==> src/rtl/pci_pkg.sv <==
// Shared encodings for the PCI central arbiter: FSM states, active-low levels, default timeout.
package pci_pkg;

  typedef enum logic [1:0] {
    ST_IDLE    = 2'd0,
    ST_GRANTED = 2'd1,
    ST_BUSY    = 2'd2,
    ST_TURN    = 2'd3
  } state_t;

  localparam logic ASSERT_L   = 1'b0;
  localparam logic DEASSERT_L = 1'b1;

  localparam int DEF_GNT_TIMEOUT = 16;

endpackage

==> src/rtl/pci_rr_select.sv <==
// Round-robin picker: first set req bit after 'last', wrapping; purely combinational, zero latency.
// No backpressure: vld simply reports whether any request exists.
module pci_rr_select #(
  parameter int N = 4,
  parameter int W = 2
) (
  input  logic [N-1:0] req,
  input  logic [W-1:0] last,
  output logic [W-1:0] sel,
  output logic         vld
);

  logic [W-1:0] idx;

  always_comb begin
    sel = last;
    vld = 1'b0;
    idx = '0;
    for (int i = 1; i <= N; i++) begin
      idx = W'((int'(last) + i) % N);
      if (!vld && req[idx]) begin
        sel = idx;
        vld = 1'b1;
      end
    end
  end

endmodule

==> src/rtl/pci_bus_arbiter.sv <==
// Central PCI arbiter: round-robin GNT# from REQ#, one registered edge from request to grant.
// Grants never overlap a live FRAME#/IRDY# transaction; idle grants time out after GNT_TIMEOUT cycles.
module pci_bus_arbiter
  import pci_pkg::*;
#(
  parameter int NUM_MASTERS = 4,
  parameter int GNT_TIMEOUT = DEF_GNT_TIMEOUT,
  parameter bit PARK_EN     = 1'b1
) (
  input  logic                           clk,
  input  logic                           RST,
  input  logic [NUM_MASTERS-1:0]         REQ,
  input  logic                           FRAME,
  input  logic                           IRDY,
  output logic [NUM_MASTERS-1:0]         GNT,
  output logic [$clog2(NUM_MASTERS)-1:0] owner,
  output logic                           bus_busy
);

  localparam int W  = $clog2(NUM_MASTERS);
  localparam int CW = $clog2(GNT_TIMEOUT);

  localparam logic [NUM_MASTERS-1:0] GNT_NONE = {NUM_MASTERS{DEASSERT_L}};
  localparam logic [NUM_MASTERS-1:0] GNT_IDLE = PARK_EN ? ~NUM_MASTERS'(1) : GNT_NONE;

  function automatic logic [NUM_MASTERS-1:0] gnt_of(input logic [W-1:0] m);
    gnt_of    = GNT_NONE;
    gnt_of[m] = ASSERT_L;
  endfunction

  state_t                   state_q, state_d;
  logic [NUM_MASTERS-1:0]   gnt_q, gnt_d;
  logic [W-1:0]             owner_q, owner_d;
  logic [W-1:0]             last_q, last_d;
  logic [CW-1:0]            cnt_q, cnt_d;
  logic                     idle_q;

  logic [NUM_MASTERS-1:0]   req_act;
  logic                     bus_idle;
  logic                     other_req;
  logic [W-1:0]             sel;
  logic                     sel_vld;

  assign req_act   = ~REQ;
  assign bus_idle  = FRAME & IRDY;
  // gnt_of(owner) is all-ones except the owner bit, so this masks out the owner's own request.
  assign other_req = |(req_act & gnt_of(owner_q));

  pci_rr_select #(
    .N (NUM_MASTERS),
    .W (W)
  ) u_rr (
    .req  (req_act),
    .last (last_q),
    .sel  (sel),
    .vld  (sel_vld)
  );

  always_ff @(posedge clk or negedge RST) begin
    if (!RST) begin
      state_q <= ST_IDLE;
      gnt_q   <= GNT_IDLE;
      owner_q <= '0;
      last_q  <= W'(NUM_MASTERS - 1);
      cnt_q   <= '0;
      idle_q  <= 1'b0;
    end else begin
      state_q <= state_d;
      gnt_q   <= gnt_d;
      owner_q <= owner_d;
      last_q  <= last_d;
      cnt_q   <= cnt_d;
      idle_q  <= bus_idle;
    end
  end

  always_comb begin
    state_d = state_q;
    gnt_d   = gnt_q;
    owner_d = owner_q;
    last_d  = last_q;
    cnt_d   = cnt_q;
    case (state_q)
      // Turnaround's all-high cycle was produced on the BUSY exit edge, so it arbitrates like IDLE.
      ST_IDLE, ST_TURN: begin
        if (sel_vld) begin
          gnt_d   = gnt_of(sel);
          owner_d = sel;
          cnt_d   = '0;
          state_d = ST_GRANTED;
        end else begin
          gnt_d   = GNT_IDLE;
          state_d = ST_IDLE;
          if (PARK_EN) owner_d = '0;
        end
      end
      ST_GRANTED: begin
        if (idle_q && !FRAME) begin
          state_d = ST_BUSY;
          last_d  = owner_q;
        end else if (REQ[owner_q] && FRAME) begin
          gnt_d   = GNT_NONE;
          state_d = ST_IDLE;
        end else if (cnt_q == CW'(GNT_TIMEOUT - 1)) begin
          if (FRAME) begin
            gnt_d   = GNT_NONE;
            last_d  = owner_q;
            state_d = ST_IDLE;
          end
        end else begin
          cnt_d = cnt_q + 1'b1;
        end
      end
      ST_BUSY: begin
        if (bus_idle) begin
          gnt_d   = GNT_NONE;
          state_d = ST_TURN;
        end else if (other_req) begin
          gnt_d = GNT_NONE;
        end
      end
      default: state_d = ST_IDLE;
    endcase
  end

  assign GNT      = gnt_q;
  assign owner    = owner_q;
  assign bus_busy = (state_q == ST_BUSY);

endmodule

==> config.mk <==
export PLATFORM = sky130hd
export DESIGN_NAME = pci_bus_arbiter
export DESIGN_NICKNAME = d
export VERILOG_FILES = /design/src/rtl/pci_pkg.sv /design/src/rtl/pci_rr_select.sv /design/src/rtl/pci_bus_arbiter.sv
export SDC_FILE = /design/constraint.sdc
export NUM_CORES = 1
export LEC_CHECK = 0
export ABC_AREA = 1
export CAP_MARGIN = 0
export CORE_MARGIN = 1.5
export CORE_UTILIZATION = 54
export CTS_CLUSTER_DIAMETER = 60
export DETAILED_ROUTE_END_ITERATION = 8
export PLACE_DENSITY_LB_ADDON = 0.12
export SYNTH_ARGS = -nofsm -noshare
export SYNTH_HDL_FRONTEND = slang
export SYNTH_HIERARCHICAL = 1
export SYNTH_SLANG_ARGS = --single-unit
==> constraint.sdc <==
create_clock -name clk -period 2.3 [get_ports clk]
set_input_delay 0.345 -clock clk [delete_from_list [all_inputs] [get_ports clk]]
set_output_delay 0.345 -clock clk [all_outputs]
set_load 0.02 [all_outputs]
==> results of run 1 <==
==> power by group through the flow <==
stage	combinational (uW)	sequential, uW	clock (uW)
4_1_cts	1340	536	154
3_5_place_dp	1330	540	0
3_3_place_gp	1300	534	0
5_1_grt	1520	556	169
6_report	1340	535	152
2_1_floorplan	995	559	0
==> flip-flops by register name, summed over array words and instances (netlist names) <==
signal / flops
owner: 2
idle_q: 1
state_q: 2
cnt_q: 4
last_q: 2
GNT: 4
==> cell families after synthesis <==
group | Yosys count
flip-flops | 15
buffers and inverters | 23
XOR/XNOR | 1
adder cells (fa/ha/maj) | 3
AND/OR/NAND/NOR | 115
AO/OA/AOI/OAI | 19
==> worst max-delay path: stages, from the launching register on <==
cell,delay (ns)
dfstp_2,0.67
inv_4,0.08
nand2_1,0.07
nand2_2,0.08
nand2_2,0.11
nand2_4,0.07
a21oi_2,0.14
nand4_1,0.15
nand2_1,0.17
o21ai_0,0.10
nand2_1,0.08
inv_2,0.07
nand3_1,0.09
nand2_1,0.06
==> cell usage in the layout (no fill, tap or decap), drive strengths merged <==
master / netlist / routed
clkinv: 0 / 1
clkbuf: 1 / 3
nand3: 21 / 21
o22ai: 2 / 2
dfrtp: 10 / 10
dfstp: 5 / 5
ha: 3 / 3
xor2: 1 / 1
nor2: 10 / 10
a21oi: 5 / 5
o21ai: 12 / 12
clkdlybuf4s50: 0 / 14
nand4: 3 / 3
nand2: 81 / 81
inv: 21 / 21
==> layer usage <==
metal | vias up | share of wire [%] | global-route usage (%) | routed length (um)
met5 | - | 0 | 0 | 0
met4 | 0 | 0.99 | 7.14 | 24
met3 | 5 | 5.3 | 3.68 | 129
met2 | 42 | 49 | 40.6 | 1190
met1 | 536 | 45 | 27.9 | 1080
li1 | 595 | - | - | -
==> layout make-up <==
cell class | count | area [um^2]
Clock buffer | 3 | 22.5
Clock inverter | 1 | 5.00
Fill cell | 190 | 642
Inverter | 21 | 81.3
Multi-Input combinational cell | 138 | 656
Sequential cell | 15 | 382
Tap cell | 27 | 33.8
Timing Repair Buffer | 14 | 140
==> final timing paths <==
path                         endpoint  slack (ns)  cells after the start
setup / recovery             cnt_q[1]        0.26                     13
hold / removal               cnt_q[3]        0.47                      1
setup reg to reg             cnt_q[1]        0.26                     13
hold reg to reg                GNT[1]        0.47                      2
max in group asynchronous  state_q[1]        1.40                      1
min in group clk               GNT[1]        0.47                      2
==> metrics by stage <==
stage / instance area [um^2] / instances
global placement: 1290 / 215
CTS: 1320 / 219
finish: 1320 / 219
floorplan: 1130 / 176
global route: 1320 / 219
detailed placement: 1290 / 215
==> reports/qor.yml, run 1 <==
dp_slack_ns: 0.0901
clock_sinks: 15
worstPathRequired_ns: 2.48
hold_class: "in -> async"
yosysSeqAreaShare_pct: 33.6
synth_cell_types: 22
antenna_found_initial: 0
gp_congestion: 0.888
synth_edf_count: 0
synthMostInstantiatedCell: "nand2_1"
combPwrFrac_pct: 66.1
die_h_um: 48.8
setup_viol: 0
synth_area_leaders: "nand2_1 23%, dfrtp_1 22%, dfstp_2 12%"
wl_um: 2420
skew_ns: 0.00247
critPathMaxFanout: 10
switching_power_uw: 1060
grt-ovfl-total: 0
ant_nets: 0
drt_first_pass_iters: 5
vdd_drop_max_mv: 0.892
hold_viol_final: 0
status: "finished clean"
yosysTopAreaCell: "nand2_1"
synth_fa_ha_area_share_pct: 3.31
synth.avg_cell_area_um2: 6.45
crit_start: "last_q[0]"
netSwitchingFraction_pct: 52.4
synthMuxAreaShare_pct: 0
power_uw: 2020
netlist.area_leader.share_pct: 23.5
syn-num-nets: 187
yosys-top-cells-count: "71 x nand2_1, 20 x nand3_1, 17 x inv_1, 11 x o21ai_0, 10 x dfrtp_1"
start_kind: "register"
die_area_mm2: 0.00239
worst_slack_ns: 0.263
synth_top_family_by_area: "simple AND/OR/NAND/NOR gates"
synth-simple-area-share_pct: 44.8
async_reset_ff_share_pct: 100
numCtsBuffers: 3
cts_root_buffer: "clkbuf_4"
grt_max_degree: 16
dp_hpwl_um: 1910
postCtsSetupRepairBufs: 0
max_freq_mhz: 491
maxCapViolations: 0
grt_pass1_wl_um: 4290
holdBufCountCts: 0
cts_tree: "yes"
final_nets: 204
n_antenna_cell: 0
ys.flop_type: "dfrtp_1"
p_int_uw: 963
grt_use_total_pct: 22.7
grt_pass1_vias: 1061
finalSetupTns_ns: 0
initial_utilization_pct: 57.8
ys_seq_elements: 15
clock_path_buffers: 2
num_rows: 16
synth_xor_area_share_pct: 0.772
timing.rr.start: "last_q[0]"
critPathKind: "reg -> reg"
drt-vias-per-instance: 5.38
slew_viol_final: 0
period_share_pct: 88.5
clk_pin_slew_ns: 0.09
port_buffers: 14
ctsResizeCount: 0
clkPwrFrac_pct: 7.5
synthCells: 176
slew_headroom_pct: 53.9
pwr-share-seq_pct: 26.4
core_area_mm2: 0.00196
period_minus_slack_ns: 2.04
fin_util_pct: 67.3
arrival_ns: 2.22
drt_drc_violations_left: 0
htreeDepth: 1
drive_above_1_share_pct: 13.5
clk_latency_ns: 0.28
first_iter_violations: 30
yosys_warnings: 6
synth.cell_area_mm2: 0.00113
wl_per_cell_um: 11.1
end_kind: "register"
area_growth_pct: 16.3
p_leak_uw: 0.000690
synth-compound-area-share_pct: 8.93
power_density_mw_per_mm2: 1530
die_x_um: 48.8
worst_pin_slew_ns: 0.689
grt_setup_unrepaired: "no"
ios: 15
hold_slack_ns: 0.467
via_count: 1178
(Power assumes the default switching activity.)
==> inputs of run 2 (changes only) <==
--- a/config.mk
+++ b/config.mk
@@ -6,11 +6,13 @@
 export NUM_CORES = 1
 export LEC_CHECK = 0
 export ABC_AREA = 1
+export ABC_CLOCK_PERIOD_IN_PS = 2300
 export CAP_MARGIN = 0
 export CORE_MARGIN = 1.5
 export CORE_UTILIZATION = 54
 export CTS_CLUSTER_DIAMETER = 60
 export DETAILED_ROUTE_END_ITERATION = 8
+export MAX_ROUTING_LAYER = met4
 export PLACE_DENSITY_LB_ADDON = 0.12
 export SYNTH_ARGS = -nofsm -noshare
 export SYNTH_HDL_FRONTEND = slang
==> run 2 against run 1 <==
Worst setup slack better by 0.0012 ns. Sequential share of layout area unchanged. Maximum frequency about the same. First-iteration DRC count increased by 6.7%. Final area is the same. Total power shrank 0.19%. Worst hold slack hardly changed. Register-to-register slack barely moved. Global-route usage rose by 0.65 points. Die area is the same.
==> reports/qor.yml, run 2 (synthesis results as in run 1) <==
status: "finished clean"
slowest_stage: "dfstp_2"
antenna_found_initial: 0  # unchanged
clock_path_buffers: 2  # unchanged
via_count: 1160  # -1.5%
dp_hpwl_um: 1910  # unchanged
drt_drc_violations_left: 0  # unchanged
drt_first_pass_iters: 4  # -1
hold_viol_final: 0  # unchanged
setup_viol: 0  # unchanged
wl_per_cell_um: 11.0  # -0.50%
power_uw: 2020  # -0.19%
die_x_um: 48.8  # unchanged
ios: 15  # unchanged
crit_top_cell: "nand2_1"
grt_setup_unrepaired: "no"
area_growth_pct: 16.3  # unchanged
critPathKind: "reg -> reg"
numCtsBuffers: 3  # unchanged
final_common_cell: "nand2_1"
core_area_mm2: 0.00196  # unchanged
slew_headroom_pct: 54.3  # +0.39 points
grt_pass1_wl_um: 4290  # unchanged
cts_root_buffer: "clkbuf_4"
die_area_mm2: 0.00239  # unchanged
num_rows: 16  # unchanged
critPathMaxStageDelay_ns: 0.67  # about the same
holdBufCountCts: 0  # unchanged
grt_use_total_pct: 23.4  # +0.65 points
finalSetupTns_ns: 0  # unchanged
maxCapViolations: 0  # unchanged
vdd_drop_max_mv: 0.889  # -0.38%
grt_max_degree: 16  # unchanged
arrival_ns: 2.22  # about the same
skew_ns: 0.00218  # -0.000299 ns
clk_latency_ns: 0.28  # about the same
hold_class: "in -> async"
ctsResizeCount: 0  # unchanged
htreeDepth: 1  # unchanged
p_leak_uw: 0.000690  # unchanged
period_minus_slack_ns: 2.04  # -0.00125 ns
clk_pin_slew_ns: 0.09  # about the same
n_antenna_cell: 0  # unchanged
drt-vias-per-instance: 5.30  # -1.5%
die_h_um: 48.8  # unchanged
clock_sinks: 15  # unchanged
cts_tree: "yes"
r2r_cells: 13  # unchanged
power_density_mw_per_mm2: 1530  # -0.19%
gp_congestion: 0.903  # +1.7%
drive_above_1_share_pct: 13.5  # unchanged
critPathMaxFanout: 10  # unchanged
grt_pass1_vias: 1063  # +0.19%
worstPathRequired_ns: 2.48  # about the same
path_cells: "inv_4, nand2_1, nand2_2, nand2_2, nand2_4, a21oi_2, nand4_1, nand2_1, o21ai_0, nand2_1, inv_2, nand3_1, nand2_1"
end_kind: "register"
dp_slack_ns: 0.0901  # unchanged
worst_slack_ns: 0.265  # +0.00125 ns
initial_utilization_pct: 57.8  # unchanged
max_freq_mhz: 491  # about the same
period_share_pct: 88.5  # about the same
first_iter_violations: 32  # +6.7%
grt-ovfl-total: 0  # unchanged
port_buffers: 14  # unchanged
wl_um: 2410  # -0.50%
worst_pin_slew_ns: 0.683  # -0.00580 ns
fillers: 190  # unchanged
ant_nets: 0  # unchanged
final_nets: 204  # unchanged
postCtsSetupRepairBufs: 0  # unchanged
slew_viol_final: 0  # unchanged
final_cell_mix: "71 x nand2_1, 20 x nand3_1, 17 x inv_1"
start_kind: "register"
==> run 2: cell counts in the layout (fill, tap and decap cells not counted) <==
Identical to the previous run, type by type.
==> run 2: critical path, delay by kind of cell, from the launching register on <==
kind            cells  cell delay, ns
flops               1            0.67
buf+inv             2            0.14
compound gates      2            0.24
simple gates        9            0.87
==> run 2: stage by stage <==
stage	hold WS [ns]	cells	util, %	cell area (um^2)
2_1_floorplan	0.0494	176	-	1130
3_3_place_gp	0.451	215	65.9	1290
3_5_place_dp	0.455	215	65.9	1290
4_1_cts	0.469	219	67.3	1320
5_1_grt	0.490	219	67.3	1320
6_report	0.467	219	67.3	1320
==> run 2: final cells by class <==
class	count	area, um^2	share of cell area, %
multi-input cells	138	656	49.7
flip-flops and latches	15	382	28.9
repair buffers	14	140	10.6
inverters	21	81.3	6.16
well taps	27	33.8	2.56
clock buffers	3	22.5	1.71
clock inverters	1	5.00	0.379
==> run 2: worst paths after layout <==
path                           start          to  slack, ns
setup / recovery           last_q[0]    cnt_q[1]       0.26
hold / removal                   RST    cnt_q[3]       0.47
setup reg to reg           last_q[0]    cnt_q[1]       0.26
hold reg to reg               GNT[1]      GNT[1]       0.47
max in group asynchronous        RST  state_q[1]       1.40
min in group clk              GNT[1]      GNT[1]       0.47
==> run 2: power breakdown <==
group | internal (uW) | switching, uW | leakage [uW]
clock network | 64.6 | 85.6 | 0.0000177
registers | 407 | 128 | 0.000181
logic | 492 | 843 | 0.000491
==> run 2: metal layers <==
| layer | GRT usage (%) | up-vias | routed length, um |
|---|---|---|---|
| met5 | - | - | 0 |
| met4 | 7.14 | 0 | 23 |
| met3 | 3.68 | 5 | 113 |
| met2 | 40.6 | 31 | 1190 |
| met1 | 27.9 | 528 | 1080 |
| li1 | - | 596 | - |
